<file path="src/rtl/flash_reader.sv">
// SPI NOR flash byte reader: one READ (0x03) command per CPU request, mode 0, SCLK = clk/2.
// Holds off flash access for STARTUP_CYCLES after reset while leaving a pending request queued.
module flash_reader #(
    parameter logic [23:0] BASE_ADDR      = 24'h000000,
    parameter int unsigned STARTUP_CYCLES = 10000
) (
    input  logic        clk,
    input  logic        reset,
    input  logic [10:0] flashReadAddr,
    input  logic        enableFlash,
    output logic [7:0]  flashByteRead,
    output logic        flashDataReady,
    output logic        flashClk,
    output logic        flashCs,
    output logic        flashMosi,
    input  logic        flashMiso
);

    typedef enum logic [2:0] {
        StInit,
        StIdle,
        StSend,
        StRecv,
        StDone
    } state_e;

    state_e      state_q, state_d;
    logic [31:0] init_cnt_q, init_cnt_d;
    logic [6:0]  cnt_q, cnt_d;
    logic [31:0] sh_q, sh_d;
    logic [7:0]  rx_q, rx_d;
    logic [7:0]  byte_q, byte_d;
    logic        ready_q, ready_d;
    logic        cs_q, cs_d;
    logic        sclk_q, sclk_d;
    logic        mosi_q, mosi_d;
    logic [23:0] addr24;

    assign addr24 = BASE_ADDR + {13'b0, flashReadAddr};

    always_ff @(posedge clk or posedge reset) begin
        if (reset) begin
            state_q    <= StInit;
            init_cnt_q <= '0;
            cnt_q      <= '0;
            sh_q       <= '0;
            rx_q       <= '0;
            byte_q     <= '0;
            ready_q    <= 1'b1;
            cs_q       <= 1'b1;
            sclk_q     <= 1'b0;
            mosi_q     <= 1'b0;
        end else begin
            state_q    <= state_d;
            init_cnt_q <= init_cnt_d;
            cnt_q      <= cnt_d;
            sh_q       <= sh_d;
            rx_q       <= rx_d;
            byte_q     <= byte_d;
            ready_q    <= ready_d;
            cs_q       <= cs_d;
            sclk_q     <= sclk_d;
            mosi_q     <= mosi_d;
        end
    end

    // cnt_q counts clk edges since the accept edge; an even value means the next edge raises SCLK.
    always_comb begin
        state_d    = state_q;
        init_cnt_d = init_cnt_q;
        cnt_d      = cnt_q;
        sh_d       = sh_q;
        rx_d       = rx_q;
        byte_d     = byte_q;
        ready_d    = ready_q;
        cs_d       = cs_q;
        sclk_d     = sclk_q;
        mosi_d     = mosi_q;

        unique case (state_q)
            StInit: begin
                init_cnt_d = init_cnt_q + 32'd1;
                if (init_cnt_q + 32'd1 >= STARTUP_CYCLES) begin
                    state_d = StIdle;
                end
            end
            StIdle: begin
                if (enableFlash) begin
                    sh_d    = {8'h03, addr24};
                    mosi_d  = 1'b0;
                    cs_d    = 1'b0;
                    ready_d = 1'b0;
                    sclk_d  = 1'b0;
                    cnt_d   = '0;
                    state_d = StSend;
                end
            end
            StSend: begin
                cnt_d = cnt_q + 7'd1;
                if (!cnt_q[0]) begin
                    sclk_d = 1'b1;
                end else begin
                    sclk_d = 1'b0;
                    if (cnt_q == 7'd63) begin
                        mosi_d  = 1'b0;
                        state_d = StRecv;
                    end else begin
                        sh_d   = {sh_q[30:0], 1'b0};
                        mosi_d = sh_q[30];
                    end
                end
            end
            StRecv: begin
                cnt_d = cnt_q + 7'd1;
                if (!cnt_q[0]) begin
                    sclk_d = 1'b1;
                    rx_d   = {rx_q[6:0], flashMiso};
                end else begin
                    sclk_d = 1'b0;
                    if (cnt_q == 7'd79) begin
                        cs_d    = 1'b1;
                        byte_d  = rx_q;
                        ready_d = 1'b1;
                        state_d = StDone;
                    end
                end
            end
            StDone: begin
                if (!enableFlash) begin
                    state_d = StIdle;
                end
            end
            default: state_d = StInit;
        endcase
    end

    assign flashByteRead  = byte_q;
    assign flashDataReady = ready_q;
    assign flashCs        = cs_q;
    assign flashClk       = sclk_q;
    assign flashMosi      = mosi_q;

endmodule

</file>
<file path="config.mk">
export PLATFORM = sky130hd
export DESIGN_NAME = flash_reader
export DESIGN_NICKNAME = d
export VERILOG_FILES = /design/src/rtl/flash_reader.sv
export SDC_FILE = /design/constraint.sdc
export NUM_CORES = 1
export LEC_CHECK = 0
export BUFFER_PORTS_ARGS = -buffer_cell sky130_fd_sc_hd__buf_4
export CAP_MARGIN = 15
export CORE_AREA = 10 10 147 81
export CTS_CLUSTER_SIZE = 24
export DETAILED_ROUTE_END_ITERATION = 10
export DIE_AREA = 0 0 157 91
export PLACE_DENSITY = 0.66
export SETUP_SLACK_MARGIN = 0.2
export SYNTH_ARGS = -nofsm -noshare
export SYNTH_HDL_FRONTEND = slang
export SYNTH_SLANG_ARGS = --single-unit
</file>
<file path="constraint.sdc">
create_clock -name clk -period 5.4 [get_ports clk]
set_clock_uncertainty 0.1 [all_clocks]
set_input_delay 1.35 -clock clk [delete_from_list [all_inputs] [get_ports clk]]
set_output_delay 1.35 -clock clk [all_outputs]
set_load 0.05 [all_outputs]
</file>
Word level (Yosys, flattened, before mapping) --
Index checks and enable logic that the tools add are counted.
Cells by class: order comparisons 1, multiplexer cells 23, $add $sub $neg 2, bitwise operators 1, eq/ne operators 14, reduce and logical (&&, ||, !) cells 12
Operators with widths (count):
- 31-bit 2-to-1 mux | 3
- 31-bit one-hot mux with 2 select lines | 1
- 32-bit by 1-bit adder with 32-bit output (second input constant) | 1
- 32-bit by 14-bit greater-or-equal comparator with 1-bit output (second input constant) | 1
- 3-bit 2-to-1 mux | 7
- 2-bit inequality test (second input constant) | 8
- 3-bit one-hot mux with 5 select lines | 1
- 7-bit one-hot mux with 2 select lines | 1
- 4-bit AND reduction | 2
- 7-bit by 1-bit adder with 7-bit output (second input constant) | 1
- 7-bit by 6-bit == test with 1-bit output (second input constant) | 1
- 7-bit == test (second input constant) | 1
- 7-bit 2-to-1 mux | 1
- 7-bit AND reduction | 1
- 3-bit by 2-bit == test with 1-bit output (second input constant) | 2
- 1-bit 2-to-1 mux | 6
- 1-bit one-hot mux with 2 select lines | 3
- 3-bit AND reduction | 2
- 2-bit nonzero test | 3
- 2-bit AND reduction | 2
- 3-bit by 1-bit == test with 1-bit output (second input constant) | 1
- 3-bit == test (second input constant) | 1
- 3-bit zero test | 1
- 2-bit OR reduction | 1
- 1-bit inverter | 1
Word-level totals: word-level logic and storage cells 62, bits in registers 92, output and inout port bits 12

Longest topological paths before layout --
Gate-level depths: netlist (run 1).
depth in word-level cells 4, gate-level depth with buffers 9

Worst setup path before layout (run 1) --
Ideal clock, no wire load.
path type in2reg, from input port enableFlash, to register sh_q[29], stages 6, buffers on the path 1, required time 5217 ps, slack 2881 ps, arrival time 2336 ps, setup time 83 ps, cells stage by stage nor2_1 -> mux2i_1 -> o22ai_1 -> clkbuf_1 -> nand2_1 -> o21ai_0
On the way: cells in the longest elaborated chain, start to end 2
Ends and longest elaborated chain:
- start, declared | line 10 | input logic enableFlash,
- 2-bit inequality test (no source line)
- 4-bit AND reduction (no source line)
- end signal, assigned | line 46 | sh_q <= '0;
- end signal, assigned | line 57 | sh_q <= sh_d;
- end, declared | line 30 | logic [31:0] sh_q, sh_d;
No other way between the ends. A chain may end at the register's enable or synchronous reset.

Final worst setup path (run 1) --
from register state_q[0], to register sh_q[21]
On the way: cells in the longest elaborated chain, start to end 3, elaborated cells between the ends (all ways) 8
Ends and longest elaborated chain:
- start, declared | line 27 | state_e state_q, state_d;
- start signal, assigned | line 43 | state_q <= StInit;
- start signal, assigned | line 54 | state_q <= state_d;
- 3-bit by 2-bit == test with 1-bit output / 3-bit by 1-bit == test with 1-bit output (equally long branches) | line 80 | unique case (state_q)
- 2-bit inequality test (no source line) / 2-bit nonzero test (equally long branches)
- 4-bit AND reduction (no source line)
Parallel ways exist; a longest one is shown, timed or not.

==> metrics, run 1 <==
status finished clean; Setup violations, final 0; crit path cell chain clkinv_1 > nand2_1 > nor2_1 > o22ai_4 > buf_4 > o21ai_0; FF-to-FF Start state_q[0]; setup TNS 0 ps; synthesized area per cell 9.94 sq um; DRC Markers 0; ANT nets after route 0; crit-path max cell delay around 570 ps; Max Buffers Root-to-Sink 2; Core Area 0.00929 sq mm; WL final 8310 um; DR pass1 iterations 4; Setup crit end kind register; Vias 3230; H-tree level count 3; First DRT Iteration DRCs roughly 180; Post-CTS Setup Inserts 0; fillers 791; Rows 25; dpl hpwl ~5500 um; layout cells sized above 1 between 10% and 20%; PwrDens 457 mW/mm^2; count of final hold-check violations 0; WL per Instance ~14 um; clk_lat worst skew 340 ps; CTS clk-pin slew, worst paths about 70 ps; unrepaired setup endpoints after global routing false; clk sinks just over 90; Least-Margin Pin Slew roughly 650 ps; slowest stage cell, crit path nand2_1; Hold WC Path Type reg2reg; CTS tree done; cts bufs inserted 9; die area 0.0143 sq mm; Pins Over Slew Limit 0; Final min period between 2000 and 3000 ps; primary flip-flop cell chosen by synthesis mapping dfrtp_1; Cell Area, Synth around 0.0045 sq mm; Yosys reg bits just over 90; total gr overflow 0; sum of buffers and inverters on the critical path 2; Ports 27; hold_sp init_cnt_q[30]; Post-synth EDFFs 0; Max Cap Violations 0; Cells after Synth around 460; area delta synth->final 14.5%; Die H around 90 um; Achievable Freq roughly 380 MHz; global-route wire length before repair 14400 um; Ys Warns 0; sequential area share after synthesis 50.4%; LEAKAGE around 0.0023 uW; routed vias/inst approximately 5.4; die width between 150 and 200 um; clock root buffer clkbuf_16; post-cts resize count 0; fin crit share between 40% and 50%; routability congestion estimate 0.777; Critical Path RT ~5500 ps; worst hold slack between 300 and 400 ps; peak supply drop 0.265 mV; gr usage total between 10% and 20%; Async SR Flop Fraction 100%; CP Data Arrival Time 2710 ps; hold_buf cts 0; fin nets 486; # diodes 0; Initial Util between 40% and 50%; CP Class reg2reg; CP Max Fanout 62; Synthesized Nets ~470; CP Launch Type register; Core Util, Final between 50% and 60%; Yosys cell types 55; initial antenna violation count 0; CP top delay family simple AND/OR/NAND/NOR gates; headroom to the max-slew limit 56.7%; PortBufs 26; Setup crit start state_q[0]; largest net degree at the start of global routing 63; vias in the first global route ~3000
synth_stat cells (7+ instances only):
cell / number / area (sq um)
dfrtp_1: 90 / 2250
nand2_1: 76 / 285
o21ai_0: 42 / 210
xnor2_1: 31 / 272
nor2_1: 24 / 90.1
nand3_1: 21 / 105
clkbuf_1: 18 / 67.6
mux2_2: 16 / 180
nand4_1: 13 / 81.3
mux2i_1: 12 / 120
xor2_1: 11 / 96.3
buf_2: 8 / 40.0
a21oi_1: 7 / 35.0
a31oi_1: 7 / 43.8
and3_1: 7 / 43.8
nor3_1: 7 / 35.0
logic make-up (layout without fill, tap and decap cells):
family	after synthesis	count (layout)	synth area share (%)
flops	91	91	50.4
compound gates	78	78	10.4
buf+inv	33	52	3.04
xor+xnor	42	42	8.14
mux	28	28	6.64
simple gates	181	181	20.8
fa+ha+maj	2	2	0.553
per-stage QoR:
| step | power [uW] | instance area (sq um) | worst slack, ps | std cells |
|---|---|---|---|---|
| after floorplan | 1480 | 4520 | 1590 | 455 |
| after global placement | 1620 | 4790 | 2630 | 578 |
| after detailed placement | 1630 | 4790 | 2580 | 578 |
| after CTS | 2390 | 5150 | 2770 | 594 |
| after global routing | 2520 | 5180 | 2560 | 595 |
| final | 2370 | 5180 | 2790 | 595 |
sequential cells by signal (all words and copies together) (netlist names):
signal / count
cnt_q: 7
init_cnt_q: 32
state_q: 3
flashByteRead: 8
flashCs: 1
sh_q: 31
rx_q: 8
flashMosi: 1
layer usage:
metal,up-vias,GRT usage [%],part of all wire [%]
met5,-,0,0
met4,0,3.75,1.5
met3,10,4.10,4.0
met2,45,17.6,44
met1,1551,16.2,50
li1,1624,-,-
cells in the final DEF (no fill, tap or decap), types with 4 or more instances in the layout:
| cell type | netlist | layout |
|---|---|---|
| o21ai_0 | 42 | 42 |
| dfrtp_1 | 90 | 90 |
| buf_4 | 1 | 30 |
| mux2_2 | 16 | 16 |
| nand2_1 | 76 | 76 |
| and3_1 | 7 | 7 |
| nor2b_1 | 4 | 4 |
| nor3_1 | 7 | 7 |
| xor2_1 | 11 | 11 |
| mux2i_1 | 12 | 12 |
| a21oi_1 | 7 | 7 |
| clkbuf_16 | 0 | 9 |
| nor2_1 | 24 | 24 |
| nand4_1 | 13 | 13 |
| a31oi_1 | 7 | 7 |
| xnor2_1 | 31 | 31 |
| nand3_1 | 21 | 21 |
| or3_1 | 4 | 4 |
layout make-up:
cell class              instances  area [sq um]  area share (%)
clock inverters                 6           116            2.25
inverters                       5          20.0           0.387
repair buffers                 31           253            4.88
multi-input cells             331          2120            40.9
flip-flops and latches         91          2280            44.0
clock buffers                  10           239            4.62
well taps                     121           151            2.92
where the power goes:
part / switching (uW) / internal (uW)
registers: 132 / 837
clock network: 270 / 470
logic: 403 / 255
total: 805 / 1560
worst paths after layout:
path | cells after the start | slack (ps) | end
setup reg to reg | 6 | 2790 | sh_q[21]
min in group asynchronous | 2 | 860 | init_cnt_q[24]
max in group asynchronous | 4 | 3400 | sh_q[28]
hold reg to reg | 1 | 370 | init_cnt_q[30]
hold / removal | 1 | 370 | init_cnt_q[30]
setup / recovery | 6 | 2790 | sh_q[21]
Note: power is estimated with default switching activity, not from simulation.
==> run 2: changes to the inputs <==
ABC_AREA = 1   (was default)
CORE_AREA = 10 10 152 84   (was 10 10 147 81)
DIE_AREA = 0 0 162 94   (was 0 0 157 91)
PLACE_DENSITY = 0.68   (was 0.66)
clock period = 2.21 ns   (was 5.4 ns; I/O delays follow)
==> metrics, run 2 <==
cts bufs inserted 9 (unchanged); Critical Path RT 2380 ps (was 5500 ps); synthesized area per cell 7.32 sq um (was 9.94 sq um); Synthesized Nets 677 (was 472); Hold WC Path Type in2async (was reg2reg); H-tree level count 3 (unchanged); initial antenna violation count 0 (unchanged); Yosys cell types 34 (was 55); Setup violations, final 0 (unchanged); dpl hpwl 8130 um (was 5530 um); unrepaired setup endpoints after global routing true (was false); CP Launch Type register (unchanged); Die H 94 um (was 91 um); WL per Instance 15.0 um (was 14.0 um); Rows 26 (was 25); Setup crit start cnt_q[0] (was state_q[0]); FF-to-FF End sh_q[26] (was sh_q[21]); routability congestion estimate 0.951 (was 0.777); adder-cell share of the synthesized area 0.518% (was 0.554%); vias in the first global route 4375 (was 2976); Ys Warns 0 (unchanged); peak supply drop 0.474 mV (was 0.265 mV); R2R cell count 14 (was 6); flop2flop setup slack 70 ps (was 2790 ps); Vias 4640 (was 3230); Finished Layout Cells 891 (was 595); total gr overflow 0 (unchanged); die area 0.0152 sq mm (was 0.0143 sq mm); Final min period 2140 ps (was 2610 ps); hold_buf cts 0 (unchanged); clk sinks 91 (unchanged); PortBufs 26 (unchanged); First DRT Iteration DRCs 399 (was 181); Max Buffers Root-to-Sink 2 (unchanged); DR pass1 iterations 6 (was 4); dpl cells 849 (was 578); headroom to the max-slew limit 71.6% (was 56.7%); commonest non-fill, non-tap cell in the layout nand2_1 (was dfrtp_1); CP Data Arrival Time 2320 ps (was 2710 ps); gr usage total 17.1% (was 12.0%); Achievable Freq 466 MHz (was 383 MHz); clk_lat worst skew 350 ps (was 340 ps); most frequent cells in the layout 177 x nand2_1, 87 x dfrtp_1, 76 x inv_1, 76 x buf_4, 51 x nor2_1 (was 90 x dfrtp_1, 76 x nand2_1, 42 x o21ai_0, 31 x xnor2_1, 30 x buf_4); count of final hold-check violations 0 (unchanged); number of flip-flops in the largest register 32 (unchanged); Least-Margin Pin Slew 425 ps (was 647 ps); Setup crit end kind register (unchanged); Cell Area, Synth 0.00483 sq mm (was 0.00452 sq mm); post-synth top area share 46.6% (was 49.8%); routed vias/inst 5.21 (was 5.43); worst hold slack 97.6 ps (was 371 ps); ANT nets after route 0 (unchanged); sequential area share after synthesis 47.2% (was 50.4%); layout cells sized above 1 27.7% (was 16.7%); Post-synth EDFFs 0 (unchanged); LEAKAGE 0.00302 uW (was 0.00229 uW); die width 162 um (was 157 um); dominant combinational cell family by area after synthesis simple AND/OR/NAND/NOR gates (unchanged); Reg with most FFs init_cnt_q (unchanged); Yosys top cell by area dfrtp_1 (unchanged); Cells after Synth 660 (was 455); # diodes 0 (unchanged); FF-to-FF Start cnt_q[0] (was state_q[0]); PwrDens 536 mW/mm^2 (was 457 mW/mm^2); Yosys reg bits 91 (unchanged); fin nets 763 (was 486); Synth top cells by count 195 x nand2_1, 90 x dfrtp_1, 81 x inv_1 (was 90 x dfrtp_1, 76 x nand2_1, 42 x o21ai_0); DRC Markers 0 (unchanged); multiplexer share of the synthesized area 0.233% (was 6.64%); Core Area 0.0100 sq mm (was 0.00929 sq mm); Ports 27 (unchanged); Max Cap Violations 0 (unchanged); Synth Area in Simple Gates 30.6% (was 20.8%); WL final 13400 um (was 8310 um); most common cell in the netlist nand2_1 (was dfrtp_1); CP Max Fanout 15 (was 62); XOR/XNOR share of the synthesized area 0.907% (was 8.14%); Async SR Flop Fraction 100% (unchanged); clock root buffer clkbuf_16 (unchanged); CTS tree done (unchanged); fin crit share 97.0% (was 48.4%); global-route wire length before repair 21200 um (was 14400 um); post-synthesis compound-gate area fraction 12.0% (was 10.4%); primary flip-flop cell chosen by synthesis mapping dfrtp_1 (unchanged); status finished clean (unchanged); CP Class reg2reg (unchanged); Initial Util 48.2% (was 48.7%); CTS clk-pin slew, worst paths 70 ps (about the same); Pins Over Slew Limit 0 (unchanged); top flop regs init_cnt_q x32, sh_q x31 (unchanged); area delta synth->final 34.5% (was 14.5%); top post-synthesis cells by area dfrtp_1 47%, nand2_1 15%, o21ai_0 6.8% (was dfrtp_1 50%, nand2_1 6.3%, xnor2_1 6.0%); Worst Setup EP sh_q[26] (was sh_q[21]); largest net degree at the start of global routing 47 (was 63)
[run 2: cell count changes after synthesis, sizes merged, moves of 9 or more]
cell,before,now
nor2,25,84
nand3,22,55
mux2i,12,0
o21ai,43,74
mux2,16,1
xnor2,31,2
inv,4,84
o211ai,1,10
nand4,15,5
nand2,76,196
[run 2: worst min-delay path by stage]
stage | slack (ps) | to | depth (start not counted)
floorplan | 350 | rx_q[1] | 2
global placement | 360 | rx_q[2] | 2
detailed placement | 380 | flashByteRead[5] | 2
CTS | 100 | sh_q[5] | 2
global route | 110 | sh_q[6] | 2
finish | 100 | sh_q[6] | 2
[run 2: cell families (layout without fill, tap and decap cells)]
| logic type | after synthesis | after routing |
|---|---|---|
| DFF | 91 | 91 |
| AOI/OAI and AO/OA | 103 | 103 |
| xor gates and xnor gates | 5 | 5 |
| adders and majority gates | 2 | 2 |
| buffers and inverters | 104 | 195 |
| and+or+nand+nor | 354 | 354 |
| muxes | 1 | 1 |
[run 2: worst max-delay path, stage by stage, from the launching register on]
cell and delay (ps):
dfrtp_2 430, ha_4 180, nand2_4 80, nor2_4 40, inv_2 80, nor2_4 40
nand2_2 60, inv_2 50, a21oi_4 160, nor2_4 60, a211oi_4 210, buf_6 180
buf_16 140, nand3_1 140, o21ai_2 110
[run 2: cell type report]
class                           count  area (sq um)
Clock buffer                       10           239
Clock inverter                      6          76.3
Fill cell                         850          3520
Inverter                           85           324
Multi-Input combinational cell    465          2500
Sequential cell                    91          2280
Tap cell                          140           175
Timing Repair Buffer               94           897
[run 2: what timing repair did]
action / CTS / global route
resized for setup: 68 / 60
pin swaps: 14 / 26
endpoints found under the setup margin: 39 / 45
cloned: 6 / 1
setup buffers: 13 / 6
[run 2: where the power goes]
group	switching (uW)	total (uW)	internal [uW]
clock	726	1660	931
sequential	15.0	1710	1690
combinational	69.8	114	43.9
total	810	3480	2670
[run 2: layer usage]
metal / vias to the layer above / share of wire [%] / GRT usage (%)
li1: 2291 / - / -
met1: 2170 / 45 / 21.7
met2: 145 / 47 / 27.9
met3: 34 / 4.8 / 3.94
met4: 0 / 2.5 / 7.00
met5: - / 0 / 0
[run 2: per-stage QoR]
step	TNS [ps]	utilization, %	power [uW]	area (sq um)	setup WS [ps]
after floorplan	0	-	1790	4850	110
after global placement	-15.8	54.5	1840	5470	-11.0
after detailed placement	-119	54.5	1840	5470	-50.0
after CTS	0	62.0	3480	6220	109
after global routing	-190	64.8	3590	6500	-74.2
final	0	64.8	3480	6500	66.1
